$ cat config.mk
export PLATFORM = sky130hd
export DESIGN_NAME = fft_agu
export DESIGN_NICKNAME = d
export VERILOG_FILES = /design/src/rtl/fft_pkg.sv /design/src/rtl/fft_delay_line.sv /design/src/rtl/fft_agu.sv
export SDC_FILE = /design/constraint.sdc
export NUM_CORES = 1
export LEC_CHECK = 0
export ABC_AREA = 0
export BUFFER_PORTS_ARGS = -buffer_cell sky130_fd_sc_hd__buf_2
export CAP_MARGIN = 5
export CORE_ASPECT_RATIO = 0.75
export CORE_MARGIN = 1
export CORE_UTILIZATION = 30
export CTS_BUF_LIST = sky130_fd_sc_hd__clkbuf_8
export CTS_CLUSTER_DIAMETER = 30
export DETAILED_ROUTE_END_ITERATION = 16
export GPL_ROUTABILITY_DRIVEN = 0
export SETUP_SLACK_MARGIN = 0.1
export SYNTH_ARGS = -nofsm -noshare
export SYNTH_HDL_FRONTEND = slang
export SYNTH_HIERARCHICAL = 1
export SYNTH_SLANG_ARGS = --single-unit
$ cat constraint.sdc
create_clock -name clk -period 3.6 [get_ports clk]
set_input_delay 0.72 -clock clk [delete_from_list [all_inputs] [get_ports clk]]
set_output_delay 0.72 -clock clk [all_outputs]
set_load 0.1 [all_outputs]
$ cat src/rtl/fft_pkg.sv
// rtl/fft_pkg.sv - shared FFT sizing constants and the AGU state encoding
package fft_pkg;

    localparam int L  = 11;
    localparam int N  = 1 << L;
    localparam int LW = $clog2(L);

    typedef enum logic [1:0] {IDLE, RUN, DRAIN, DONE} agu_state_t;

endpackage

$ cat src/rtl/fft_delay_line.sv
// rtl/fft_delay_line.sv - reset-clearable shift register for the write-back path
module fft_delay_line #(
    parameter int WIDTH = 1,
    parameter int DEPTH = 1
) (
    input  logic             clk,
    input  logic             reset_n,
    input  logic [WIDTH-1:0] i_data,
    output logic [WIDTH-1:0] o_data
);

    logic [WIDTH-1:0] r_stage [DEPTH];

    always_ff @(posedge clk or negedge reset_n) begin
        if (!reset_n) begin
            for (int k = 0; k < DEPTH; k++) r_stage[k] <= '0;
        end else begin
            r_stage[0] <= i_data;
            for (int k = 1; k < DEPTH; k++) r_stage[k] <= r_stage[k-1];
        end
    end

    assign o_data = r_stage[DEPTH-1];

endmodule

$ cat src/rtl/fft_agu.sv
// rtl/fft_agu.sv - in-place radix-2 DIT FFT address generator and level sequencer
module fft_agu #(
    parameter int L             = fft_pkg::L,
    parameter int BUTTERFLY_LAT = 2
) (
    input  logic                 clk,
    input  logic                 reset_n,
    input  logic                 start,
    output logic                 busy,
    output logic                 done,
    output logic [$clog2(L)-1:0] level,
    output logic                 rd_en,
    output logic [L-1:0]         rd_addr_a,
    output logic [L-1:0]         rd_addr_b,
    output logic [L-2:0]         tw_addr,
    output logic                 wr_en,
    output logic [L-1:0]         wr_addr_a,
    output logic [L-1:0]         wr_addr_b
);

    import fft_pkg::*;

    localparam int LW = $clog2(L);
    localparam int CW = $clog2(BUTTERFLY_LAT) + 1;
    localparam int DW = 1 + 2 * L;
    localparam logic [L-2:0]  I_LAST = '1;
    localparam logic [LW-1:0] S_LAST = LW'(L - 1);
    localparam logic [L-1:0]  ONE_L  = L'(1);

    agu_state_t      r_state;
    logic [LW-1:0]   r_s;
    logic [L-2:0]    r_i;
    logic [CW-1:0]   r_cnt;
    logic            r_busy;
    logic            r_done;
    logic            r_rd_en;
    logic [L-1:0]    r_rd_a;
    logic [L-1:0]    r_rd_b;
    logic [L-2:0]    r_tw;

    logic [LW-1:0]   w_sel_s;
    logic [L-2:0]    w_sel_i;
    logic [L-1:0]    w_mask;
    logic [L-1:0]    w_ie;
    logic [L-1:0]    w_addr_a;
    logic [L-1:0]    w_addr_b;
    logic [L-1:0]    w_tw_full;
    logic [DW-1:0]   w_dl_out;

    // Select the butterfly that the next clock edge will present on the read port.
    always_comb begin
        w_sel_s = r_s;
        w_sel_i = r_i + (L-1)'(1);
        if (r_state != RUN) begin
            w_sel_i = '0;
            w_sel_s = (r_state == DRAIN) ? r_s + LW'(1) : '0;
        end
    end

    always_comb begin
        w_mask    = (ONE_L << w_sel_s) - ONE_L;
        w_ie      = {1'b0, w_sel_i};
        w_addr_a  = ((w_ie & ~w_mask) << 1) | (w_ie & w_mask);
        w_addr_b  = w_addr_a | (ONE_L << w_sel_s);
        w_tw_full = (w_ie & w_mask) << (L - 1 - int'(w_sel_s));
    end

    always_ff @(posedge clk or negedge reset_n) begin
        if (!reset_n) begin
            r_state <= IDLE;
            r_s     <= '0;
            r_i     <= '0;
            r_cnt   <= '0;
            r_busy  <= 1'b0;
            r_done  <= 1'b0;
            r_rd_en <= 1'b0;
            r_rd_a  <= '0;
            r_rd_b  <= '0;
            r_tw    <= '0;
        end else begin
            r_done <= 1'b0;
            case (r_state)
                IDLE: begin
                    if (start) begin
                        r_state <= RUN;
                        r_s     <= '0;
                        r_i     <= '0;
                        r_busy  <= 1'b1;
                        r_rd_en <= 1'b1;
                        r_rd_a  <= w_addr_a;
                        r_rd_b  <= w_addr_b;
                        r_tw    <= w_tw_full[L-2:0];
                    end
                end
                RUN: begin
                    if (r_i == I_LAST) begin
                        r_state <= DRAIN;
                        r_cnt   <= CW'(BUTTERFLY_LAT - 1);
                        r_rd_en <= 1'b0;
                        r_rd_a  <= '0;
                        r_rd_b  <= '0;
                        r_tw    <= '0;
                    end else begin
                        r_i    <= w_sel_i;
                        r_rd_a <= w_addr_a;
                        r_rd_b <= w_addr_b;
                        r_tw   <= w_tw_full[L-2:0];
                    end
                end
                DRAIN: begin
                    // The gap lets the level's last write-back land before the next level reads it.
                    if (r_cnt == '0) begin
                        if (r_s == S_LAST) begin
                            r_state <= DONE;
                            r_done  <= 1'b1;
                        end else begin
                            r_state <= RUN;
                            r_s     <= w_sel_s;
                            r_i     <= '0;
                            r_rd_en <= 1'b1;
                            r_rd_a  <= w_addr_a;
                            r_rd_b  <= w_addr_b;
                            r_tw    <= w_tw_full[L-2:0];
                        end
                    end else begin
                        r_cnt <= r_cnt - CW'(1);
                    end
                end
                DONE: begin
                    r_state <= IDLE;
                    r_busy  <= 1'b0;
                    r_s     <= '0;
                end
                default: r_state <= IDLE;
            endcase
        end
    end

    fft_delay_line #(
        .WIDTH (DW),
        .DEPTH (BUTTERFLY_LAT)
    ) u_wb_delay (
        .clk     (clk),
        .reset_n (reset_n),
        .i_data  ({r_rd_en, r_rd_a, r_rd_b}),
        .o_data  (w_dl_out)
    );

    assign busy      = r_busy;
    assign done      = r_done;
    assign level     = r_s;
    assign rd_en     = r_rd_en;
    assign rd_addr_a = r_rd_a;
    assign rd_addr_b = r_rd_b;
    assign tw_addr   = r_tw;
    assign wr_en     = w_dl_out[DW-1];
    assign wr_addr_a = w_dl_out[2*L-1:L];
    assign wr_addr_b = w_dl_out[L-1:0];

endmodule

==> summary.md, run 1 <==
| Metric | Value |
|---|---|
| Outcome | `completed` |
| Crit-path most repeated cell | `buf_4` |
| Post-Syn Area | `0.00474 mm2` |
| Post-detail-place hpwl | `8980 um` |
| CTS tree | `done` |
| Fin crit share | `91.0%` |
| CTS HTree Levels | `3` |
| Main synth FF type | `dfrtp_1` |
| Mean Syn Cell Area | `10.3 um2` |
| Initial antenna violation count | `0` |
| Port Buffers | `64` |
| CP arrival | `3610 ps` |
| RSZ-0062 raised after global routing | `false` |
| First-pass GRT wire length | `19500 um` |
| Dpl ws | `265 ps` |
| Setup TNS | `0 ps` |
| Total track usage | `15.4%` |
| Seq/Total Area, Yosys | `52.2%` |
| Setup Skew | `16.8 ps` |
| Slowest cell delay on critical path | `560 ps` |
| Most frequent cells in the layout | `96 x dfrtp_1, 63 x buf_2, 53 x nand2_1` |
| Final Hold Slack | `238 ps` |
| Worst-Skew Late Latency | `390 ps` |
| Total grt overflow | `0` |
| CTS Buf Count | `9` |
| # DRC | `0` |
| Total power | `4.40 mW` |
| Yosys reg bits | `99` |
| Reg clk slew, reported paths | `110 ps` |
| Largest net degree at the start of global routing | `42` |
| Req. time, crit path | `3940 ps` |
| Critical path class | `reg2reg` |
| Finished Core Util | `35.4%` |
| Crit-path cells | `buf_4 -> nand2b_1 -> buf_4 -> o22ai_2 -> nor2_2 -> nand2_1 -> ha_1 -> or4_1 -> a21oi_1 -> o21bai_1 -> o311ai_1 -> a32o_1` |
| Minimum clock period | `3280 ps` |
| Cell count after synthesis | `459` |
| Routed WL per cell | `17.2 um` |
| Crit end category | `flop` |
| Max-slew headroom | `29.6%` |
| Post-layout net count | `516` |
| Syn_nets | `467` |
| CTS Hold Bufs | `0` |
| Non-Filler Instances | `718` |
| Rows | `39` |
| Final Max Slew Viols | `0` |
| Root buffer cell | `clkbuf_8` |
| CP max FO | `25` |
| Lkg Pwr | `2.53 nW` |
| Die ar. | `0.0163 mm2` |
| Antenna-violating nets left | `0` |
| Synthesis Warnings | `6` |
| Delay-heaviest family, CP | `compound AO/OA/AOI/OAI gates` |
| Worst-Margin Slew | `1040 ps` |
| Commonest non-fill, non-tap cell in the layout | `dfrtp_1` |
| Placed Cells | `694` |
| Max VDD drop | `0.432 mV` |
| Die Span Y | `111 um` |
| # fillers | `1559` |
| Synth top area share | `52.2%` |
| I/O pin count | `65` |
| Slowest-stage cell, CP | `or4_1` |
| Setup ws final | `322 ps` |
| Fin area | `0.00542 mm2` |
| CTS sink count | `99` |
| Vias in the first global route | `3584` |
| Flop-to-flop setup slack | `320 ps` |
| Number of flops mapped to enable cells by yosys | `0` |
| Netlist cell types | `69` |
| Die width | `147 um` |
| Share of cells above drive strength 1 | `24.0%` |
| Post-DR vias/cell | `5.44` |
| Initial core utilization | `30.9%` |
| CP startpoint kind | `flop` |
| Placed cell areas | `0.00514 mm2` |
| Final Hold Viols | `0` |
| Worst hold path type | `in2async` |
| Core area | `0.0153 mm2` |
| Max Cap Viol | `0` |
| Area grow syn2layout | `14.3%` |
| Ant. Diodes | `0` |
| Synth top area cells | `dfrtp_1 52%, nand2_1 4.3%, buf_4 4.1%` |
| Clk buf depth | `2` |
| Achievable clock frequency | `305 MHz` |
| Via count | `3909` |
| Post-synth top area cell | `dfrtp_1` |
| Buf/Inv on CP | `2` |
| Drt pass-1 iters | `5` |
| DRT Wirelength | `12400 um` |
| Post-synthesis async set-or-reset flop share | `100%` |
| Count of final setup violators | `0` |
| Power density cells | `811 mW/mm2` |
| DRT iter0 DRCs | `328` |
## final timing paths
path / startpoint / cells past startpoint / end
min: reset_n / 1 / rd_addr_a[10]$_DFFE_PN0P_
min in group clk: u_wb_delay/r_stage[37]$_DFF_PN0_ / 0 / u_wb_delay/o_data[14]$_DFF_PN0_
max in group asynchronous: reset_n / 2 / u_wb_delay/o_data[2]$_DFF_PN0_
max: r_state[0]$_DFFE_PN0P_ / 12 / tw_addr[9]$_DFFE_PN0P_
max reg2reg: r_state[0]$_DFFE_PN0P_ / 12 / tw_addr[9]$_DFFE_PN0P_
min reg2reg: u_wb_delay/r_stage[37]$_DFF_PN0_ / 0 / u_wb_delay/o_data[14]$_DFF_PN0_
## cell type report
cell class | instances | area (um2) | area share, %
well taps | 205 | 256 | 4.73
inverters | 10 | 37.5 | 0.693
flip-flops and latches | 99 | 2480 | 45.8
clock inverters | 7 | 66.3 | 1.22
multi-input cells | 303 | 1970 | 36.4
repair buffers | 85 | 480 | 8.86
clock buffers | 9 | 124 | 2.29
## flip-flops by register name, indices dropped and copies added, names as in the netlist
signal              count
busy                    1
u_wb_delay/o_data      23
r_state                 2
r_cnt                   2
u_wb_delay/r_stage     23
rd_addr_b              11
level                   4
r_i                    10
tw_addr                10
done                    1
rd_en                   1
rd_addr_a              11
## timing repair
item                                   CTS  global route
gates resized for setup                  0             6
buffers inserted                         0             8
setup endpoints to repair                0             9
endpoints found under the hold margin    0             0
## metal layers
metal | share of wire (%) | track usage [%] | vias to the layer above
li1 | - | - | 1753
met1 | 45 | 22.3 | 1875
met2 | 42 | 21.8 | 245
met3 | 10 | 4.44 | 36
met4 | 2.3 | 5.09 | 0
met5 | 0 | 0 | -
## power by group
group          switching (mW)  total, mW  internal [mW]
logic                    1.73       2.10          0.373
registers               0.197       1.61           1.41
clock network           0.425      0.689          0.264
## cells by family after synthesis
logic type,count (synthesis),share of synthesized area (%)
XOR/XNOR,11,2.03
multiplexers,3,0.976
AND/OR/NAND/NOR,150,16.0
flip-flops,99,52.2
adder cells (fa/ha/maj),5,1.32
buffers and inverters,57,6.81
AO/OA/AOI/OAI,134,20.7
## synthesized netlist by cell type (5+ instances only)
master	n
dfrtp_1	99
nand3_1	10
buf_4	26
nor3_1	14
nor2_1	25
ha_1	5
or3_1	7
a21oi_1	21
xnor2_1	5
a221o_1	8
and3_1	7
a31oi_1	6
nand2_1	54
inv_1	10
buf_2	9
a21o_1	9
clkbuf_1	10
xor2_1	6
a22o_1	5
o21ai_0	26
Note: power is estimated with default switching activity, not from simulation.
==> run 2: changes to the inputs <==
CELL_PAD_IN_SITES_DETAIL_PLACEMENT = 0   (was not set)
CELL_PAD_IN_SITES_GLOBAL_PLACEMENT = 2   (was not set)
PLACE_DENSITY_LB_ADDON = 0.1   (was not set)
SLEW_MARGIN = 40   (was not set)
==> summary.md, run 2 (same netlist as run 1, synthesis figures left out) <==
| Metric | Value |
|---|---|
| Vias in the first global route | `3678` |
| RSZ-0062 raised after global routing | `false` |
| Root buffer cell | `clkbuf_8` |
| Finished Core Util | `35.9%` |
| Initial antenna violation count | `0` |
| Total track usage | `17.2%` |
| Initial core utilization | `30.9%` |
| Req. time, crit path | `3880 ps` |
| Max-slew headroom | `52.3%` |
| Sequential fraction of design power | `35.3%` |
| First-pass GRT wire length | `21300 um` |
| Lkg Pwr | `2.58 nW` |
| Power density cells | `819 mW/mm2` |
| Die Span Y | `111 um` |
| Commonest non-fill, non-tap cell in the layout | `dfrtp_1` |
| Non-Filler Instances | `725` |
| CTS Hold Bufs | `0` |
| Worst hold path type | `in2async` |
| P_sw | `2.37 mW` |
| Post-detail-place hpwl | `9860 um` |
| Worst-Margin Slew | `715 ps` |
| Worst-Skew Late Latency | `390 ps` |
| Final Hold Viols | `0` |
| Crit end category | `flop` |
| Post-layout net count | `523` |
| Count of final setup violators | `0` |
| # DRC | `0` |
| Via count | `3780` |
| Net Sw Frac | `52.6%` |
| Port Buffers | `64` |
| Achievable clock frequency | `310 MHz` |
| Max VDD drop | `0.259 mV` |
| Setup Skew | `11.8 ps` |
| Placed cell areas | `0.00526 mm2` |
| Share of cells above drive strength 1 | `24.2%` |
| CTS Buf Count | `9` |
| DRT Wirelength | `13200 um` |
| Minimum clock period | `3230 ps` |
| Clock power share | `17.3%` |
| Crit-path cells | `inv_1 -> ha_1 -> o22ai_2 -> nor2_2 -> nand2_1 -> ha_2 -> nor3b_1 -> a21oi_1 -> a2bb2oi_1 -> a21oi_1 -> nor2_1 -> o311ai_0 -> a221o_1` |
| Clk buf depth | `2` |
| Total grt overflow | `0` |
| Reg clk slew, reported paths | `110 ps` |
| DRT iter0 DRCs | `231` |
| Fin area | `0.00550 mm2` |
| Crit-path most repeated cell | `a21oi_1` |
| Worst reg2reg path startpoint | `level[0]$_DFFE_PN0P_` |
| CP startpoint kind | `flop` |
| Outcome | `completed` |
| Slowest-stage cell, CP | `dfrtp_4` |
| Post-DR vias/cell | `5.21` |
| Routed WL per cell | `18.3 um` |
| Delay-heaviest family, CP | `compound AO/OA/AOI/OAI gates` |
| Die width | `147 um` |
| Slowest cell delay on critical path | `550 ps` |
| Flop-to-flop setup slack | `370 ps` |
| Power share of the combinational group | `47.4%` |
| CTS tree | `done` |
| Critical path class | `reg2reg` |
| Core area | `0.0153 mm2` |
| Max Cap Viol | `0` |
| Ant. Diodes | `0` |
| I/O pin count | `65` |
| Int Pwr | `2.13 mW` |
| Most frequent cells in the layout | `97 x dfrtp_1, 63 x buf_2, 54 x nand2_1` |
| Buf/Inv on CP | `1` |
| Rows | `39` |
| Setup ws final | `374 ps` |
| Largest net degree at the start of global routing | `56` |
| Placed Cells | `706` |
| Area grow syn2layout | `15.9%` |
| Dpl ws | `297 ps` |
| CTS sink count | `99` |
| CP max FO | `11` |
| Antenna-violating nets left | `0` |
| Fin crit share | `89.6%` |
| Setup TNS | `0 ps` |
| Drt pass-1 iters | `4` |
| Final Max Slew Viols | `0` |
| CTS HTree Levels | `3` |
| Setup crit start | `level[0]$_DFFE_PN0P_` |
| Die ar. | `0.0163 mm2` |
| CP arrival | `3500 ps` |
==> run 2: cell types whose count changed in the layout (fill, tap and decap cells not counted), sizes merged <==
cell,change
buf,+7
bufinv,+1
clkinv,-4
clkinvlp,+1
inv,+2
==> run 2: final cells by class <==
class | instances | area (um2)
inverters | 10 | 37.5
flip-flops and latches | 99 | 2480
clock buffers | 9 | 124
fillers | 1606 | 9830
well taps | 205 | 256
multi-input cells | 303 | 1960
clock inverters | 7 | 91.3
repair buffers | 92 | 546
==> run 2: per-stage QoR <==
stage | hold slack (ps) | total power, mW
floorplan | 331 | 3.41
global placement | 331 | 3.76
detailed placement | 335 | 3.76
CTS | 354 | 4.56
finish | 349 | 4.50
global route | 358 | 4.73
==> run 2: timing repair <==
item	CTS	global route
setup buffers	0	3
endpoints found under the setup margin	0	4
resized for setup	0	1
==> run 2: worst paths after layout <==
check,end,cells past startpoint
hold / removal,rd_en$_DFFE_PN0P_,1
max in group asynchronous,u_wb_delay/r_stage[42]$_DFF_PN0_,2
setup / recovery,tw_addr[6]$_DFFE_PN0P_,13
setup reg to reg,tw_addr[6]$_DFFE_PN0P_,13
min in group clk,u_wb_delay/o_data[17]$_DFF_PN0_,0
hold reg to reg,u_wb_delay/o_data[17]$_DFF_PN0_,0
==> run 2: metal layers <==
layer / up-vias / wire (um) / part of all wire (%) / GRT usage [%]
met4: 0 / 131 / 0.99 / 3.85
met1: 1882 / 6660 / 50 / 25.6
met2: 108 / 5710 / 43 / 24.5
met5: - / 0 / 0 / 0
li1: 1780 / - / - / -
met3: 10 / 742 / 5.6 / 4.69
==> run 2: power by group through the flow <==
stage	clock network, mW	logic [mW]	registers [mW]
after floorplan	0	1.19	2.22
after global placement	0	2.14	1.61
after detailed placement	0	2.14	1.62
after CTS	0.813	2.14	1.60
after global routing	0.865	2.23	1.63
final	0.778	2.13	1.59
==> run 3: changes to the inputs <==
ABC_AREA = 1   (was 0)
==> summary.md, run 3 <==
| Metric | Value |
|---|---|
| CP max FO | `7` |
| Final Max Slew Viols | `0` |
| Lkg Pwr | `2.74 nW` |
| Commonest cells post-synth | `132 x nand2_1, 99 x dfrtp_1, 47 x nand3_1, 39 x inv_1, 33 x nor2_1` |
| Max Cap Viol | `0` |
| Total track usage | `16.3%` |
| Max-slew headroom | `59.5%` |
| Post-DR vias/cell | `4.61` |
| Synth top area share | `53.8%` |
| Post-synth top area cell | `dfrtp_1` |
| # DRC | `0` |
| Outcome | `completed` |
| Clk buf depth | `2` |
| Worst hold path type | `in2async` |
| Via count | `3506` |
| Finished Core Util | `35.2%` |
| I/O pin count | `65` |
| Post-CTS Setup Bufs | `0` |
| M2 GR Usage | `23.3%` |
| Placed cell areas | `0.00497 mm2` |
| Req. time, crit path | `3860 ps` |
| Final Hold Viols | `0` |
| Netlist cell types | `39` |
| GR Util met3 | `3.90%` |
| Final Hold Slack | `296 ps` |
| Fin area | `0.00519 mm2` |
| Fin crit share | `83.8%` |
| Placed Cells | `745` |
| Minimum clock period | `3020 ps` |
| CTS HTree Levels | `3` |
| Root buffer cell | `clkbuf_8` |
| Worst-Margin Slew | `608 ps` |
| Drt pass-1 iters | `5` |
| Die Span Y | `109 um` |
| Achievable clock frequency | `332 MHz` |
| Post-Syn Area | `0.00461 mm2` |
| CTS Hold Bufs | `0` |
| CP arrival | `3270 ps` |
| Post-synthesis async set-or-reset flop share | `100%` |
| DRT Wirelength | `12000 um` |
| GRT busiest layer | `met1` |
| Setup Skew | `25.1 ps` |
| Initial core utilization | `31.2%` |
| Cell count after synthesis | `509` |
| Routed WL per cell | `15.7 um` |
| First-pass GRT wire length | `19500 um` |
| Die ar. | `0.0159 mm2` |
| Worst-Skew Late Latency | `400 ps` |
| Core area | `0.0147 mm2` |
| Syn_nets | `517` |
| Max VDD drop | `0.221 mV` |
| CTS Buf Count | `9` |
| Mean Syn Cell Area | `9.05 um2` |
| Dpl ws | `667 ps` |
| Count of final setup violators | `0` |
| Number of flops mapped to enable cells by yosys | `0` |
| Seq/Total Area, Yosys | `53.8%` |
| CTS tree | `done` |
| Total grt overflow | `0` |
| DRT iter0 DRCs | `154` |
| Largest net degree at the start of global routing | `63` |
| RSZ-0062 raised after global routing | `false` |
| Synthesis Warnings | `6` |
| Synth top area cells | `dfrtp_1 54%, nand2_1 11%, nand3_1 5.1%` |
| Crit end category | `flop` |
| Antenna-violating nets left | `0` |
| Die width | `145 um` |
| Initial antenna violation count | `0` |
| Most frequent cell after synthesis | `nand2_1` |
| Share of cells above drive strength 1 | `23.7%` |
| Non-Filler Instances | `761` |
| Critical path class | `reg2reg` |
| Ant. Diodes | `0` |
| Post-detail-place hpwl | `8890 um` |
| Power density cells | `797 mW/mm2` |
| Yosys reg bits | `99` |
| Rows | `38` |
| Post-layout net count | `564` |
| Main synth FF type | `dfrtp_1` |
| Total power | `4.14 mW` |
| Most frequent cells in the layout | `132 x nand2_1, 99 x dfrtp_1, 63 x buf_2` |
| Vias in the first global route | `3407` |
| Setup ws final | `584 ps` |
| Post-CTS resize count | `0` |
| Setup TNS | `0 ps` |
| GR Layer Usage met1 | `23.8%` |
| Area grow syn2layout | `12.8%` |
| CTS sink count | `99` |
| Reg clk slew, reported paths | `120 ps` |
| Commonest non-fill, non-tap cell in the layout | `nand2_1` |
| CP startpoint kind | `flop` |
| Port Buffers | `64` |
run 3: report_power, final:
group	internal (mW)	leakage [nW]	switching [mW]
combinational	0.355	1.30	1.57
sequential	1.29	1.33	0.120
clock	0.355	0.108	0.449
total	2.00	2.74	2.14
run 3: cell type report:
type                       count  area [um2]
fill                        1538        9540
sequential                    99        2480
multi-input combinational    324        1670
timing repair buffer          71         379
tap                          200         250
inverter                      51         199
clock buffer                  10         138
clock inverter                 6        82.6
run 3: cells by family (layout without fill, tap and decap cells):
kind of cell               Yosys count  count (layout)  synth area share [%]
adders and majority gates            5               5                  1.36
and+or+nand+nor                    258             258                  27.1
AOI/OAI and AO/OA                   61              61                  7.77
buffers and inverters               86             138                  9.97
DFF                                 99              99                  53.8
run 3: final timing paths:
| path | from | to | slack, ps | cells after the start |
|---|---|---|---|---|
| setup reg to reg | level[0]$_DFFE_PN0P_ | rd_addr_b[9]$_DFFE_PN0P_ | 580 | 16 |
| setup / recovery | level[0]$_DFFE_PN0P_ | rd_addr_b[9]$_DFFE_PN0P_ | 580 | 16 |
| hold reg to reg | u_wb_delay/r_stage[41]$_DFF_PN0_ | u_wb_delay/o_data[18]$_DFF_PN0_ | 350 | 0 |
| max in group asynchronous | reset_n | u_wb_delay/o_data[2]$_DFF_PN0_ | 2640 | 2 |
| min in group clk | u_wb_delay/r_stage[41]$_DFF_PN0_ | u_wb_delay/o_data[18]$_DFF_PN0_ | 350 | 0 |
| hold / removal | reset_n | level[0]$_DFFE_PN0P_ | 300 | 1 |
run 3: per-layer routing:
metal  wire (um)  up-vias
li1            -     1734
met1        6340     1677
met2        4930       76
met3         504       19
met4         204        0
met5           0        -
run 3: critical path: stages (launching register included):
cell and delay [ps]:
dfrtp_1 500, inv_1 120, ha_1 290, inv_1 40
nand3_1 120, nand2_4 100, inv_1 120, nand2_1 100
nor2_2 160, nand2_2 90, ha_1 270, nand3_1 120
nand2_1 70, a21oi_1 210, nor2_1 110, o21ai_0 320
nand3_1 120
